$ cat src/rtl/vec_sram_arb_if.sv
//------------------------------------------------------------------------------
// Module      : vec_sram_arb_if
// Description : Host (valid/ready), engine (req/gnt) and SRAM bus signals
//               shared by the vector SRAM arbiter and its neighbours.
// Revision    : 1.0 - initial release
//------------------------------------------------------------------------------
`timescale 1ns/1ps
`default_nettype none

interface vec_sram_arb_if #(
    parameter int SRAM_ADDR_WIDTH = 10,
    parameter int DATA_WIDTH      = 8
);
    logic                       h_valid;
    logic                       h_ready;
    logic                       h_we;
    logic [SRAM_ADDR_WIDTH-1:0] h_addr;
    logic [DATA_WIDTH-1:0]      h_din;
    logic                       h_rvalid;
    logic [DATA_WIDTH-1:0]      h_rdata;

    logic                       mm_req;
    logic                       mm_gnt;
    logic                       mm_we;
    logic [SRAM_ADDR_WIDTH-1:0] mm_addr;
    logic [DATA_WIDTH-1:0]      mm_din;
    logic                       mm_rvalid;
    logic [DATA_WIDTH-1:0]      mm_rdata;

    logic                       sram_we;
    logic [SRAM_ADDR_WIDTH-1:0] sram_addr;
    logic [DATA_WIDTH-1:0]      sram_din;
    logic [DATA_WIDTH-1:0]      sram_dout;

    // Arbiter side
    modport slave (
        input  h_valid, h_we, h_addr, h_din,
        output h_ready, h_rvalid, h_rdata,
        input  mm_req, mm_we, mm_addr, mm_din,
        output mm_gnt, mm_rvalid, mm_rdata,
        output sram_we, sram_addr, sram_din,
        input  sram_dout
    );

    // Requester / memory side
    modport master (
        output h_valid, h_we, h_addr, h_din,
        input  h_ready, h_rvalid, h_rdata,
        output mm_req, mm_we, mm_addr, mm_din,
        input  mm_gnt, mm_rvalid, mm_rdata,
        input  sram_we, sram_addr, sram_din,
        output sram_dout
    );
endinterface

`default_nettype wire

$ cat src/rtl/vec_sram_arb.sv
//------------------------------------------------------------------------------
// Module      : vec_sram_arb
// Description : Single-port vector SRAM arbiter, engine priority with a
//               bounded host stall, 1-cycle read data steering.
// Revision    : 1.0 - initial release
//------------------------------------------------------------------------------
`timescale 1ns/1ps
`default_nettype none

module vec_sram_arb #(
    parameter int SRAM_ADDR_WIDTH = 10,
    parameter int DATA_WIDTH      = 8,
    parameter int MAX_STALL       = 3
) (
    input  wire logic     clk,
    input  wire logic     rst,
    vec_sram_arb_if.slave bus
);

    // A zero-width counter is not legal, so MAX_STALL=0 keeps one idle bit
    localparam int                 c_cnt_w     = (MAX_STALL > 0) ? $clog2(MAX_STALL + 1) : 1;
    localparam logic [c_cnt_w-1:0] c_max_stall = c_cnt_w'(MAX_STALL);

    typedef enum logic [1:0] {
        OWN_NONE = 2'd0,
        OWN_HOST = 2'd1,
        OWN_MM   = 2'd2
    } owner_t;

    owner_t                     w_owner;
    logic                       w_we;
    logic [SRAM_ADDR_WIDTH-1:0] w_addr;
    logic [DATA_WIDTH-1:0]      w_din;

    owner_t                     r_rd_owner;
    logic [c_cnt_w-1:0]         r_stall_cnt;

    always_comb begin
        w_owner = OWN_NONE;
        if (!rst) begin
            if (bus.h_valid && (!bus.mm_req || (r_stall_cnt == c_max_stall))) begin
                w_owner = OWN_HOST;
            end else if (bus.mm_req) begin
                w_owner = OWN_MM;
            end
        end
    end

    // Idle cycles park the engine's address/data on the bus with writes off
    always_comb begin
        w_addr = bus.mm_addr;
        w_din  = bus.mm_din;
        w_we   = 1'b0;
        case (w_owner)
            OWN_HOST: begin
                w_addr = bus.h_addr;
                w_din  = bus.h_din;
                w_we   = bus.h_we;
            end
            OWN_MM: begin
                w_we   = bus.mm_we;
            end
            default: begin
                w_we   = 1'b0;
            end
        endcase
    end

    always_ff @(posedge clk) begin
        if (rst) begin
            r_rd_owner  <= OWN_NONE;
            r_stall_cnt <= '0;
        end else begin
            r_rd_owner <= ((w_owner != OWN_NONE) && !w_we) ? w_owner : OWN_NONE;

            if (!bus.h_valid || (w_owner == OWN_HOST)) begin
                r_stall_cnt <= '0;
            end else if (r_stall_cnt != c_max_stall) begin
                r_stall_cnt <= r_stall_cnt + 1'b1;
            end
        end
    end

    assign bus.h_ready   = (w_owner == OWN_HOST);
    assign bus.mm_gnt    = (w_owner == OWN_MM);

    assign bus.sram_we   = w_we;
    assign bus.sram_addr = w_addr;
    assign bus.sram_din  = w_din;

    // Read data is broadcast; only the rvalid strobes tell the requesters apart
    assign bus.h_rvalid  = (r_rd_owner == OWN_HOST);
    assign bus.mm_rvalid = (r_rd_owner == OWN_MM);
    assign bus.h_rdata   = bus.sram_dout;
    assign bus.mm_rdata  = bus.sram_dout;

endmodule

`default_nettype wire

$ cat src/flat_wrapper.sv
// flat-port wrapper written by rule: the top's interface ports become plain ports
module vec_sram_arb_flat 
#(
    parameter int SRAM_ADDR_WIDTH = 10,
    parameter int DATA_WIDTH      = 8,
    parameter int MAX_STALL       = 3
)
  (clk, rst, bus_h_valid, bus_h_we, bus_h_addr, bus_h_din, bus_h_ready, bus_h_rvalid, bus_h_rdata, bus_mm_req, bus_mm_we, bus_mm_addr, bus_mm_din, bus_mm_gnt, bus_mm_rvalid, bus_mm_rdata, bus_sram_we, bus_sram_addr, bus_sram_din, bus_sram_dout);
  vec_sram_arb_if #(.SRAM_ADDR_WIDTH(SRAM_ADDR_WIDTH), .DATA_WIDTH(DATA_WIDTH)) bus_i ();
  input  wire logic clk;
  input  wire logic rst;
  input wire logic [$bits(bus_i.h_valid)-1:0] bus_h_valid;
  input wire logic [$bits(bus_i.h_we)-1:0] bus_h_we;
  input wire logic [$bits(bus_i.h_addr)-1:0] bus_h_addr;
  input wire logic [$bits(bus_i.h_din)-1:0] bus_h_din;
  output wire logic [$bits(bus_i.h_ready)-1:0] bus_h_ready;
  output wire logic [$bits(bus_i.h_rvalid)-1:0] bus_h_rvalid;
  output wire logic [$bits(bus_i.h_rdata)-1:0] bus_h_rdata;
  input wire logic [$bits(bus_i.mm_req)-1:0] bus_mm_req;
  input wire logic [$bits(bus_i.mm_we)-1:0] bus_mm_we;
  input wire logic [$bits(bus_i.mm_addr)-1:0] bus_mm_addr;
  input wire logic [$bits(bus_i.mm_din)-1:0] bus_mm_din;
  output wire logic [$bits(bus_i.mm_gnt)-1:0] bus_mm_gnt;
  output wire logic [$bits(bus_i.mm_rvalid)-1:0] bus_mm_rvalid;
  output wire logic [$bits(bus_i.mm_rdata)-1:0] bus_mm_rdata;
  output wire logic [$bits(bus_i.sram_we)-1:0] bus_sram_we;
  output wire logic [$bits(bus_i.sram_addr)-1:0] bus_sram_addr;
  output wire logic [$bits(bus_i.sram_din)-1:0] bus_sram_din;
  input wire logic [$bits(bus_i.sram_dout)-1:0] bus_sram_dout;
  assign bus_i.h_valid = bus_h_valid;
  assign bus_i.h_we = bus_h_we;
  assign bus_i.h_addr = bus_h_addr;
  assign bus_i.h_din = bus_h_din;
  assign bus_h_ready = bus_i.h_ready;
  assign bus_h_rvalid = bus_i.h_rvalid;
  assign bus_h_rdata = bus_i.h_rdata;
  assign bus_i.mm_req = bus_mm_req;
  assign bus_i.mm_we = bus_mm_we;
  assign bus_i.mm_addr = bus_mm_addr;
  assign bus_i.mm_din = bus_mm_din;
  assign bus_mm_gnt = bus_i.mm_gnt;
  assign bus_mm_rvalid = bus_i.mm_rvalid;
  assign bus_mm_rdata = bus_i.mm_rdata;
  assign bus_sram_we = bus_i.sram_we;
  assign bus_sram_addr = bus_i.sram_addr;
  assign bus_sram_din = bus_i.sram_din;
  assign bus_i.sram_dout = bus_sram_dout;
  vec_sram_arb #(.SRAM_ADDR_WIDTH(SRAM_ADDR_WIDTH), .DATA_WIDTH(DATA_WIDTH), .MAX_STALL(MAX_STALL)) u_core (.clk(clk), .rst(rst), .bus(bus_i));
endmodule
$ cat config.mk
export PLATFORM = sky130hd
export DESIGN_NAME = vec_sram_arb_flat
export DESIGN_NICKNAME = d
export VERILOG_FILES = /design/src/rtl/vec_sram_arb_if.sv /design/src/rtl/vec_sram_arb.sv /design/src/flat_wrapper.sv
export SDC_FILE = /design/constraint.sdc
export NUM_CORES = 1
export LEC_CHECK = 0
export ABC_CLOCK_PERIOD_IN_PS = 2200
export BUFFER_PORTS_ARGS = -buffer_cell sky130_fd_sc_hd__buf_2
export CAP_MARGIN = 20
export CELL_PAD_IN_SITES_DETAIL_PLACEMENT = 1
export CELL_PAD_IN_SITES_GLOBAL_PLACEMENT = 2
export CORE_ASPECT_RATIO = 0.75
export CORE_UTILIZATION = 14
export CTS_CLUSTER_DIAMETER = 30
export CTS_CLUSTER_SIZE = 24
export DETAILED_ROUTE_END_ITERATION = 10
export PLACE_DENSITY = 0.81
export SLEW_MARGIN = 20
export SYNTH_ARGS = -nofsm -noshare
export SYNTH_HDL_FRONTEND = slang
export SYNTH_SLANG_ARGS = --single-unit
$ cat constraint.sdc
create_clock -name clk -period 2.2 [get_ports clk]
set_input_delay 0.22 -clock clk [delete_from_list [all_inputs] [get_ports clk]]
set_output_delay 0.22 -clock clk [all_outputs]
set_load 0.01 [all_outputs]
[Word-level counts from Yosys, hierarchy flattened]
Index checks and enable logic that the tools add are counted.
W data, S select, Z words.
Cells by class
  $add $sub $neg: 1
  equal/unequal tests: 6
  muxes and demuxes: 6
  bitwise gates (word level): 1
  reductions and logical operators: 10
Operators by type and width (number)
  $mux W10: 1
  $mux W8: 1
  $eq A2 B2 Y1 const B: 3
  $mux W2: 3
  $eq A2 B1 Y1 const B: 2
  $reduce_or A2 Y1: 2
  $logic_not A1 Y1: 3
  $add A2 B1 Y2 const B: 1
  $logic_and A1 B1 Y1: 2
  $logic_or A1 B1 Y1: 2
  $ne A2 B2 Y1 const B: 1
  $pmux W1 S2: 1
  $reduce_bool A2 Y1: 1
  $not A1 Y1: 1
Storage, ports and cells
  register bits after elaboration: 4
  input bits: 50
  output and inout port bits: 39
  logic and storage cells: 26

[Logic depth before layout (Yosys ltp)]
Gate-level depths: netlist of run 1.
  depth after elaboration: 11
  gate-level depth with buffers: 7
  gate-level depth less buffers: 6

[Least setup slack after synthesis of run 1]
OpenSTA, ideal clock, no wires.
  path kind: register to output
  start point: register u_core.r_stall_cnt[0]
  end point: output bus_sram_addr[6]
  arrival: 1863 ps
  required time: 1980 ps
  slack: 117 ps
  cell stages (with the launch flop): 8
  path buffers: 2
  cell sequence: dfxtp_1 ha_1 and2_1 or2_2 ha_1 buf_6 buf_6 mux2_2
Between the ends
  longest elaborated chain between the ends: 7
RTL lines
  start: declaration: RTL line vec_sram_arb.sv:36  | logic [c_cnt_w-1:0] r_stall_cnt;
  start signal: assignment: RTL line vec_sram_arb.sv:79  | r_stall_cnt <= r_stall_cnt + 1'b1;
  $eq A2 B2 Y1: RTL line vec_sram_arb.sv:41  | if (bus.h_valid && (!bus.mm_req || (r_stall_cnt == c_max_stall))) begin
  $logic_or A1 B1 Y1: RTL line vec_sram_arb.sv:41
  $logic_and A1 B1 Y1: RTL line vec_sram_arb.sv:41
  $mux W2: RTL line vec_sram_arb.sv:41
  $mux W2: RTL line vec_sram_arb.sv:40  | if (!rst) begin
  $eq A2 B1 Y1
  net bus_h_ready: RTL line flat_wrapper.sv:16  | output wire logic [$bits(bus_i.h_ready)-1:0] bus_h_ready;
  $mux W10: RTL line vec_sram_arb.sv:54  | case (w_owner)
  end: declaration: RTL line flat_wrapper.sv:27  | output wire logic [$bits(bus_i.sram_addr)-1:0] bus_sram_addr;
The timed path passes the listed nets, and every way through them passes these cells.

[Worst setup path in the final report of run 1]
  start point: register u_core.r_stall_cnt[0]
  end point: output bus_sram_we
Between the ends
  longest elaborated chain between the ends: 7
  elaborated cells on any way between the ends: 8
  classes of those cells: eq/ne (3); mux (3); reduce/logical (2)
RTL lines
  $eq A2 B2 Y1 *: RTL line vec_sram_arb.sv:41
  $logic_or A1 B1 Y1 *: RTL line vec_sram_arb.sv:41
  $logic_and A1 B1 Y1 *: RTL line vec_sram_arb.sv:41
  $mux W2 *: RTL line vec_sram_arb.sv:41
  $mux W2 *: RTL line vec_sram_arb.sv:40
  $eq A2 B2 Y1 / $eq A2 B1 Y1 (equally long branches): RTL line vec_sram_arb.sv:54
  $pmux W1 S2 *: RTL line vec_sram_arb.sv:54
  end: declaration: RTL line flat_wrapper.sv:26  | output wire logic [$bits(bus_i.sram_we)-1:0] bus_sram_we;
Every way passes the cells marked *; elsewhere a longest branch is shown, timed or not.

==> out/qor.yml, run 1 <==
drive_gt1_frac: 0.821
r2r-start: "u_core.r_stall_cnt[0]"
place_area_um2: 932
p_comb_frac: 0.391
clk_pin_slew_ns: 0.03
path_class: "flop to output port"
synth_area_um2: 643
antenna_found_initial: 0
synthTopCellsByCount: "18 x mux2_2, 16 x buf_4, 4 x dfxtp_1, 4 x ha_1, 4 x nor2_1"
fin_crit_ns: 2.11
maxCapViolCount: 0
synthTopCellsByArea: "mux2_2 32%, buf_4 19%, dfxtp_1 12%"
grt_pass1_wl_mm: 2.79
reg2reg_depth: 7
yosys_warnings: 0
ir_worst_vdd_uv: 163
die_area_mm2: 0.00487
ys_ff_latch: 4
clockRootBuffer: "clkbuf_8"
p_clk_frac: 0.404
reg2reg_slack_ns: 0.38
antennaDiodeCount: 0
rsz0062_at_grt: "yes"
post-synth-top-count-cell: "mux2_2"
internal_power_uw: 275
hold-path-endpoint: "u_core.r_stall_cnt[0]"
drcViolationCount: 0
ios: 89
cts_tree: "done"
synthXorXnorAreaFrac: 0.0136
skew_ns: 0.00372
coreArea_mm2: 0.00423
cts.sinks: 4
synth_top_family_by_area: "multiplexers"
worstPathArrival_ns: 1.89
finalInstanceArea_mm2: 0.00100
portBuffers: 64
muxShareOfSynthArea: 0.331
switching_share: 0.271
path_max_fanout: 3
area_growth_pct: 55.6
synth_top_area_frac: 0.315
syn_inst: 64
critPathLaunchType: "flop"
finalCritPeriodShare: 0.958
reg2reg_to: "u_core.r_rd_owner[1]"
drt_iter0_markers: 15
ys_seq_area_frac: 0.125
min_from: "rst"
synth_simple_gate_area_frac: 0.125
synth-main-ff-cell: "dfxtp_1"
vias_per_cell: 3.56
finalHoldViolCount: 0
synth_compound_area_frac: 0.101
clock_latency_ns: 0.22
power_switching_uw: 102
relSlewSlack: 0.842
hpwl_mm: 1.85
grt_max_degree: 19
total_leakage_power_nw: 0.499
cts_made_buffers: 3
max_freq_ghz: 0.474
post_cts_buffers: 0
worst_pin_slew_ns: 0.237
clock_path_buffers: 2
power_frac_seq: 0.206
required_ns: 1.98
cts_max_level: 1
synth_top_area_cell: "mux2_2"
first_pass_iters: 4
holdPathStages: 3
gr-total-overflow: 0
fillers: 514
synth_edf_count: 0
crit_path_end_kind: "output port"
synth-adder-area-share: 0.0778
dr_total_vias: 613
track_usage: 0.0803
ant_nets: 0
fp.dieW_um: 80.3
wire_per_inst_um: 12.0
ys_async_sr_fraction: 0
final_nets: 173
avgSynthCellArea_um2: 10.0
initial_utilization: 0.152
drv_slew: 0
grt_pass1_vias: 560
p_per_area_mw_per_mm2: 377
setup_viol: 0
syn_nets: 118
fin_tns_setup_ns: 0
chipHeight_um: 60.7
min_path_type: "input pin to flop"
globalplace.congestion: 0.731
status: "completed"
synth.distinct_cells: 17
drt_wl_total_mm: 2.06
rows: 20
through the flow:
stage | utilization | power [mW] | setup WS, ns | hold slack (ns) | instances
6_report | 0.237 | 0.378 | 0.0922 | 0.319 | 172
4_1_cts | 0.233 | 0.383 | 0.0132 | 0.322 | 172
5_1_grt | 0.237 | 0.406 | -0.00594 | 0.351 | 172
3_3_place_gp | 0.220 | 0.222 | 0.180 | 0.440 | 169
2_1_floorplan | - | 0.182 | 0.117 | 0.407 | 64
3_5_place_dp | 0.220 | 0.222 | 0.158 | 0.440 | 169
cell type report:
class | count | area (um^2) | share of cell area
Inverter | 1 | 3.75 | 0.00375
Timing Repair Buffer | 68 | 363 | 0.363
Sequential cell | 4 | 80.1 | 0.0800
Clock buffer | 3 | 41.3 | 0.0413
Multi-Input combinational cell | 41 | 444 | 0.444
Tap cell | 55 | 68.8 | 0.0688
routing by layer:
metal	part of all wire	track usage
met2	0.49	0.106
met3	0.056	0.0421
met5	0	0
met4	0	0.0306
met1	0.45	0.109
power by group through the flow:
stage	sequential, mW	clock (mW)	combinational (mW)
2_1_floorplan	0.0784	0	0.104
3_3_place_gp	0.0786	0	0.144
3_5_place_dp	0.0787	0	0.143
4_1_cts	0.0777	0.159	0.146
5_1_grt	0.0779	0.168	0.161
6_report	0.0777	0.152	0.147
critical path: stages, from the launching register on:
cell and delay (ns):
dfxtp_1 0.33, ha_1 0.16, buf_4 0.13, nor2b_2 0.05, or2_1 0.24, ha_1 0.22, a22o_4 0.25, and2_1 0.16
buf_2 0.13
flip-flops by register name, indices dropped and copies added, names as in the netlist:
signal and cells:
u_core.r_rd_owner 2, u_core.r_stall_cnt 2
worst max-delay path by stage:
stage                                   to                   from
after floorplan           bus_sram_addr[6]  u_core.r_stall_cnt[0]
after global placement         bus_sram_we  u_core.r_stall_cnt[0]
after detailed placement  bus_sram_addr[3]  u_core.r_stall_cnt[0]
after CTS                      bus_sram_we  u_core.r_stall_cnt[0]
after global routing           bus_sram_we  u_core.r_stall_cnt[0]
final                          bus_sram_we  u_core.r_stall_cnt[0]
cell usage in the layout (no fill, tap or decap), types with 2 or more instances in the layout:
cell type / netlist / layout
buf_2: 0 / 64
and2_1: 2 / 2
nor2b_1: 3 / 2
nand2b_1: 2 / 2
buf_4: 16 / 3
clkbuf_8: 0 / 3
ha_1: 4 / 3
a2111oi_4: 2 / 2
mux2_2: 18 / 18
nor2_1: 4 / 3
dfxtp_1: 4 / 4
timing repair:
item	CTS	global route
pin swaps	0	0
setup endpoints to repair	19	19
hold buffers	0	0
resized for setup	2	4
endpoints found under the hold margin	0	0
logic make-up after synthesis:
logic type | count (synthesis)
XOR/XNOR | 1
multiplexers | 19
AND/OR/NAND/NOR | 14
buffers and inverters | 19
AO/OA/AOI/OAI | 3
flip-flops | 4
adder cells (fa/ha/maj) | 4
(Power assumes the default switching activity.)
==> run 2, diff against run 1 <==
--- a/config.mk
+++ b/config.mk
@@ -10,12 +10,13 @@
 export CAP_MARGIN = 20
 export CELL_PAD_IN_SITES_DETAIL_PLACEMENT = 1
 export CELL_PAD_IN_SITES_GLOBAL_PLACEMENT = 2
-export CORE_ASPECT_RATIO = 0.75
+export CORE_ASPECT_RATIO = 1.5
 export CORE_UTILIZATION = 14
 export CTS_CLUSTER_DIAMETER = 30
 export CTS_CLUSTER_SIZE = 24
 export DETAILED_ROUTE_END_ITERATION = 10
 export PLACE_DENSITY = 0.81
+export RECOVER_POWER = 50
 export SLEW_MARGIN = 20
 export SYNTH_ARGS = -nofsm -noshare
 export SYNTH_HDL_FRONTEND = slang
==> run 2 against run 1 <==
  * The flow now finishes with violations (DRC)
  * Non-clock buffer count fell by 2
  * Fmax rose by 0.34%
  * Power fell by 0.77%
  * Clock power barely moved
  * Critical endpoint unchanged
==> out/qor.yml, run 2 (synthesis results as in run 1) <==
dr_total_vias: 663
wire_per_inst_um: 13.6
cts.sinks: 4
final_nets: 171
required_ns: 1.98
final_common_cell: "buf_2"
die_area_mm2: 0.00487
rows: 29
min_path_type: "input pin to flop"
critPathLaunchType: "flop"
clk_pin_slew_ns: 0.03
cts_max_level: 1
place_area_um2: 906
drv_slew: 0
maxCapViolCount: 0
p_per_area_mw_per_mm2: 384
fp.dieW_um: 57.3
drcViolationCount: 15
clockRootBuffer: "clkbuf_8"
max_freq_ghz: 0.476
drt_iter0_markers: 42
drt_wl_total_mm: 2.19
status: "finished with violations"
initial_utilization: 0.149
cts_tree: "done"
top_regs: "u_core.r_rd_owner (2), u_core.r_stall_cnt (2)"
path_class: "flop to output port"
hpwl_mm: 1.96
vias_per_cell: 4.12
portBuffers: 64
finalInstanceArea_um2: 975
worstPathArrival_ns: 1.88
crit_path_end_kind: "output port"
gr-total-overflow: 0
reg2reg_slack_ns: 0.37
chipHeight_um: 85.0
violations: "DRC"
grt_pass1_wl_mm: 3.16
first_pass_iters: 7
total_leakage_power_nw: 0.474
skew_ns: 0.00191
antennaDiodeCount: 0
drive_gt1_frac: 0.800
cpMaxStageDelayCell: "dfxtp_1"
area_growth_pct: 51.6
fillers: 536
ios: 89
clock_path_buffers: 2
rsz0062_at_grt: "no"
ir_worst_vdd_uv: 125
coreArea_mm2: 0.00432
max_stage_delay_ns: 0.33
finalHoldViolCount: 0
relSlewSlack: 0.828
cp_cell_sequence: "ha_4 > and2_1 > or2_4 > ha_4 > a22o_2 > and2_1 > buf_2"
fin_crit_ns: 2.10
grt_pass1_vias: 668
worst_pin_slew_ns: 0.258
antenna_found_initial: 0
grt_max_degree: 21
ant_nets: 0
final_cell_mix: "62 x buf_2, 18 x mux2_2, 4 x nor2_1, 4 x dfxtp_1, 3 x clkbuf_8"
path_max_fanout: 4
finalCritPeriodShare: 0.955
setup_viol: 0
clock_latency_ns: 0.22
globalplace.congestion: 0.705
cts_made_buffers: 3
fin_tns_setup_ns: 0
track_usage: 0.0900
[run 2: cell count changes in the layout (fill, tap and decap cells not counted)]
cell / previous run / this run
buf_2: 64 / 62
a22o_2: 0 / 1
clkbuf_1: 0 / 2
nor2_1: 3 / 4
ha_4: 1 / 2
nor2_2: 1 / 0
buf_4: 3 / 1
a22o_4: 1 / 0
ha_1: 3 / 2
[run 2: metal layers]
layer / global-route usage / part of all wire / vias to the layer above
met5: 0 / 0 / -
met4: 0.0576 / 0.022 / 0
met3: 0.0457 / 0.21 / 4
met2: 0.178 / 0.54 / 62
met1: 0.0615 / 0.23 / 291
li1: - / - / 306
[run 2: critical path: cells and delay by family (launching register included)]
family                   cells  cell delay, ns
buffers and inverters        1            0.13
flip-flops                   1            0.33
adder cells (fa/ha/maj)      2            0.36
AND/OR/NAND/NOR              3            0.56
AO/OA/AOI/OAI                1            0.28
[run 2: cell type report]
type | count | area, um^2 | area share
multi-input combinational | 41 | 447 | 0.458
timing repair buffer | 66 | 345 | 0.354
tap | 46 | 57.6 | 0.0591
clock buffer | 3 | 41.3 | 0.0424
inverter | 1 | 3.75 | 0.00385
sequential | 4 | 80.1 | 0.0822
[run 2: worst paths after layout]
check        cells after the start                    end                  start
max                              7            bus_sram_we  u_core.r_stall_cnt[0]
min                              3  u_core.r_stall_cnt[1]                    rst
max reg2reg                      6   u_core.r_rd_owner[0]  u_core.r_stall_cnt[0]
min reg2reg                      2  u_core.r_stall_cnt[1]  u_core.r_stall_cnt[1]
[run 2: power breakdown]
group | switching, mW | internal [mW] | total (mW)
combinational | 0.0641 | 0.0805 | 0.145
clock | 0.0351 | 0.116 | 0.151
sequential | 0.00234 | 0.0762 | 0.0785
total | 0.102 | 0.273 | 0.375
[run 2: repair_timing]
item                                    in CTS  in global routing
endpoints found under the setup margin      19                  5
gates resized for setup                      5                  1
setup buffers                                0                  0
hold buffers                                 0                  0
[run 2: stage by stage]
step                      hold WS, ns  power [mW]  setup WS, ns  cells   util
after floorplan                 0.407       0.182         0.117     64      -
after global placement          0.440       0.221         0.147    158  0.210
after detailed placement        0.440       0.222         0.102    158  0.210
after CTS                       0.332       0.381        0.0589    161  0.224
after global routing            0.366       0.401        0.0159    161  0.226
final                           0.330       0.375        0.0994    161  0.226
